===== config.mk =====
export PLATFORM = sky130hd
export DESIGN_NAME = glitch_decoder
export DESIGN_NICKNAME = d
export VERILOG_FILES = /design/src/rtl/glitch_decoder.sv
export SDC_FILE = /design/constraint.sdc
export NUM_CORES = 1
export LEC_CHECK = 0
export CORE_MARGIN = 8
export CORE_UTILIZATION = 55
export DETAILED_ROUTE_END_ITERATION = 12
export PLACE_DENSITY = 0.9
export SETUP_SLACK_MARGIN = 0.2
export SLEW_MARGIN = 15
export SYNTH_ARGS = -nofsm -noshare
export SYNTH_HDL_FRONTEND = slang
export SYNTH_SLANG_ARGS = --single-unit

===== constraint.sdc =====
create_clock -name clk_in -period 6.2 [get_ports clk_in]
set_input_delay 1.86 -clock clk_in [delete_from_list [all_inputs] [get_ports clk_in]]
set_output_delay 1.86 -clock clk_in [all_outputs]
set_load 0.005 [all_outputs]

===== src/rtl/glitch_decoder.sv =====
// Recovers the strobe from a glitchy counter that steps +2,+2,+2,-5 and tracks phase lock.
// Optional saturating violation counter enabled by GLITCH_DECODER_ERRCNT_EN.
module glitch_decoder (
  input  logic       clk_in,
  input  logic       rst,
  input  logic       sample_valid,
  input  logic [7:0] sample,
  output logic       strobe_rec,
  output logic       locked,
  output logic       err,
  output logic [7:0] err_count
);

  localparam logic [1:0] S_IDLE   = 2'd0;
  localparam logic [1:0] S_HUNT   = 2'd1;
  localparam logic [1:0] S_TRACK  = 2'd2;
  localparam logic [1:0] S_LOCKED = 2'd3;

  localparam logic [1:0] C_UP   = 2'd0;
  localparam logic [1:0] C_DOWN = 2'd1;
  localparam logic [1:0] C_BAD  = 2'd2;

  function automatic logic [1:0] classify(input logic [7:0] delta);
    case (delta)
      8'h02:   classify = C_UP;
      8'hFB:   classify = C_DOWN;
      default: classify = C_BAD;
    endcase
  endfunction

  logic [1:0] r_state;
  logic [1:0] r_ph;
  logic [7:0] r_prev;
  logic       r_strobe;
  logic       r_locked;
  logic       r_err;

  logic [7:0] w_delta;
  logic [1:0] w_cls;
  logic       w_up;
  logic       w_down;
  logic       w_exp_ok;
  logic [1:0] w_state_nxt;
  logic [1:0] w_ph_nxt;
  logic       w_err_nxt;
  logic       w_strobe_nxt;

  assign w_delta = sample - r_prev;
  assign w_cls   = classify(w_delta);
  assign w_up    = (w_cls == C_UP);
  assign w_down  = (w_cls == C_DOWN);

  always_comb begin
    w_state_nxt  = r_state;
    w_ph_nxt     = r_ph;
    w_err_nxt    = 1'b0;
    w_strobe_nxt = 1'b0;
    w_exp_ok     = 1'b0;
    case (r_state)
      S_IDLE: w_state_nxt = S_HUNT;
      S_HUNT: begin
        w_strobe_nxt = w_down;
        if (w_down) begin
          w_state_nxt = S_TRACK;
          w_ph_nxt    = 2'd0;
        end else if (!w_up) begin
          w_err_nxt = 1'b1;
        end
      end
      default: begin
        w_strobe_nxt = w_down;
        w_exp_ok     = (r_ph == 2'd3) ? w_down : w_up;
        if (w_exp_ok) begin
          // ph==3 wraps to 0 on the expected DOWN
          w_ph_nxt = r_ph + 2'd1;
          if (w_down && (r_state == S_TRACK))
            w_state_nxt = S_LOCKED;
        end else begin
          w_err_nxt   = 1'b1;
          w_ph_nxt    = 2'd0;
          w_state_nxt = w_down ? S_TRACK : S_HUNT;
        end
      end
    endcase
  end

  // Register stage: state and outputs advance only on an accepted sample
  always_ff @(posedge clk_in or posedge rst) begin
    if (rst) begin
      r_state  <= S_IDLE;
      r_ph     <= 2'd0;
      r_prev   <= 8'd0;
      r_strobe <= 1'b0;
      r_locked <= 1'b0;
      r_err    <= 1'b0;
    end else if (sample_valid) begin
      r_state  <= w_state_nxt;
      r_ph     <= w_ph_nxt;
      r_prev   <= sample;
      r_strobe <= w_strobe_nxt;
      r_locked <= (w_state_nxt == S_LOCKED);
      r_err    <= w_err_nxt;
    end else begin
      r_strobe <= 1'b0;
      r_err    <= 1'b0;
    end
  end

  assign strobe_rec = r_strobe;
  assign locked     = r_locked;
  assign err        = r_err;

`ifdef GLITCH_DECODER_ERRCNT_EN
  function automatic logic [7:0] sat_inc(input logic [7:0] v);
    sat_inc = (v == 8'hFF) ? v : v + 8'd1;
  endfunction

  logic [7:0] r_err_count;

  always_ff @(posedge clk_in or posedge rst) begin
    if (rst)
      r_err_count <= 8'd0;
    else if (sample_valid && w_err_nxt)
      r_err_count <= sat_inc(r_err_count);
  end

  assign err_count = r_err_count;
`else
  assign err_count = 8'd0;
`endif

endmodule

==> metrics.txt <==
Area Growth Syn to Fin 12.67%; clock-pin slew on the worst setup and hold paths 0.09 ns; CTS Root Cell clkbuf_4; top area cells in the synthesized netlist dfrtp_1 (31%), ha_1 (9.4%), buf_4 (5.0%), inv_1 (4.4%), o21ai_0 (4.2%); Resized Gates After CTS 0; count of final hold-check violations 0; Critical path origin sample[0]; initial antenna violation count 0; Vias 956; htree depth 1; most frequent cells in the layout dfrtp_1 (15), inv_1 (14), clkdlybuf4s50_1 (13); commonest non-fill, non-tap cell in the layout dfrtp_1; Cell Area, Placed 1319 um2; DRC 0; worst reg2reg path startpoint r_prev[0]; starting density of the core 56.18%; number of CTS-inserted buffers 3; WHS Endpoint r_ph[0]; Post-synth ARST share 100.0%; Min-Delay Path Class reg -> reg; Leak 0.6118 nW; status finished clean; Post-synth EDFFs 0; R2R Setup Slk 3.58 ns; # port buffers 13; mean number of vias per cell 5.463; largest net degree at the start of global routing 21; DP HPWL 1715 um; fmax 232.2 MHz; P_sw 90.63 uW; Core Area 2127 um2; Wirelength per Cell 12.74 um; Post-Syn Instances 133; register bit count reported by yosys 15; Crit Path Max Fanout 9; HP Start r_ph[0]; vias in the first global route 917; placer congestion estimate 0.8535; Max Root-Sink Buffers 2; Sw Share 34.51%; fin nets 169; top_reg_cell synth dfrtp_1; WP data required 6.40 ns; Synth cell types 45; R2R cell count 9; GR Overflow Total 0; area leader, netlist dfrtp_1; global-route usage over all layers 11.85%; Die X 62.61 um; CP arrival 4.50 ns; fin area 1346 um2; setup violators final 0; max-cap viol count 0; Worst path slowest cell clkdlybuf4s50_1; VDD IR max 0.1040 mV; synth warn 0; Slew headroom 53.96%; clk_lat worst skew 0.29 ns; Pwr Density 195.1 nW/um2; fin. max-slew vios 0; Final Cycle Share 69.47%; sequential power share 41.5%; Tmin final 4.307 ns; Internal Power 172.0 uW; power share of the combinational group 36.4%; clock group share of total power 22.0%; hold_buf cts 0; Startpoint Class primary input; setup bufs post-CTS 0; DIE HEIGHT 62.61 um; Crit Path Category in -> reg; CP peak stage delay 0.48 ns; Post-DRT Antenna Nets 0; Setup TNS Final 0 ns; Initial DRC Count 40; fraction of layout instances using a drive strength above 1 11.56%; Tightest Pin Transition 0.6885 ns; post-synth top area share 31.41%; first drt pass iteration count 4; total power 262.6 uW; clk sink count 15; clock skew 0.001886 ns; WL final 2229 um; diode count 0; mapped cell area 1195 um2; unrepaired setup endpoints after global routing no; crit-path cells clkdlybuf4s50_1, inv_1, ha_1, fa_1, nand2b_1, a2111oi_0, a211oi_1, nor2_2, nand4_4, or3_1, o311ai_1; Seq/Total Area, Yosys 31.41%; syn_area_per_cell 8.984 um2; Worst R2R End err; first-pass GRT wire length 3877 um; CTS tree done; crit end category register; I/O pins 22; Placed Cells 171; Row Count 17; final non-filler cell total 175; DIE AREA 3920 um2; hold depth 1
worst max-delay path: cells and delay by family:
kind | cells | cell delay (ns)
compound gates | 3 | 0.59
buf+inv | 2 | 0.54
simple gates | 4 | 0.94
fa+ha+maj | 2 | 0.59
state kept, by name, indices dropped and copies added (netlist names):
register    count
r_prev          8
strobe_rec      1
r_ph            2
r_state         2
locked          1
err             1
per-stage QoR:
stage               worst slack [ns]  util, %  hold slack (ns)
CTS                            1.897    63.29           0.4899
global placement               1.623    62.00           0.4649
floorplan                      2.240        -           0.4569
finish                         1.893    63.29           0.4918
detailed placement             1.618    62.00           0.4768
global route                   1.724    63.29           0.5129
kinds of logic (layout without fill, tap and decap cells):
| kind of cell | count (synthesis) | count (layout) | synth area share, % |
|---|---|---|---|
| and+or+nand+nor | 40 | 40 | 19.37 |
| muxes | 3 | 3 | 2.722 |
| adders and majority gates | 10 | 10 | 11.10 |
| AOI/OAI and AO/OA | 34 | 34 | 20.42 |
| other | 1 | 8 | 0.3138 |
| xor gates and xnor gates | 5 | 5 | 4.293 |
| DFF | 15 | 15 | 31.41 |
| buffers and inverters | 25 | 32 | 10.37 |
final cells by class:
type,instances,area [um2]
well taps,28,35.03
clock buffers,3,22.52
repair buffers,13,130.1
flip-flops and latches,15,375.4
multi-input cells,100,721.9
fillers,178,780.7
inverters,15,56.30
clock inverters,1,5.005
power groups by stage:
stage	clock, mW	combinational (mW)	sequential (mW)
after floorplan	0	0.0780	0.110
final	0.0578	0.0957	0.109
after global routing	0.0657	0.107	0.110
after CTS	0.0598	0.0959	0.109
after detailed placement	0	0.0952	0.111
after global placement	0	0.0918	0.111
worst max-delay path by stage:
stage | endpoint | slack, ns | cells after the start
final | err | 1.89 | 11
after global placement | err | 1.62 | 11
after CTS | err | 1.90 | 11
after floorplan | r_state[0] | 2.24 | 10
after detailed placement | err | 1.62 | 11
after global routing | err | 1.72 | 11
cell usage after synthesis (2+ instances only):
cell type / instances
a2111oi_0: 2
a21oi_1: 7
buf_4: 8
clkbuf_1: 2
dfrtp_1: 15
ha_1: 9
inv_1: 14
mux2_2: 2
nand2_1: 11
nand2b_1: 3
nand3_1: 2
nand3b_1: 3
nor2_1: 7
nor3_1: 3
nor3b_1: 2
o211a_1: 2
o21ai_0: 10
xnor2_1: 4
routing by layer:
metal  GRT usage, %  share of wire (%)  up-vias
li1               -                  -      477
met1          12.78                 43      450
met2          19.92                 50       24
met3          4.659                5.2        5
met4          5.413                1.8        0
met5              0                  0        -
(Power assumes the default switching activity.)
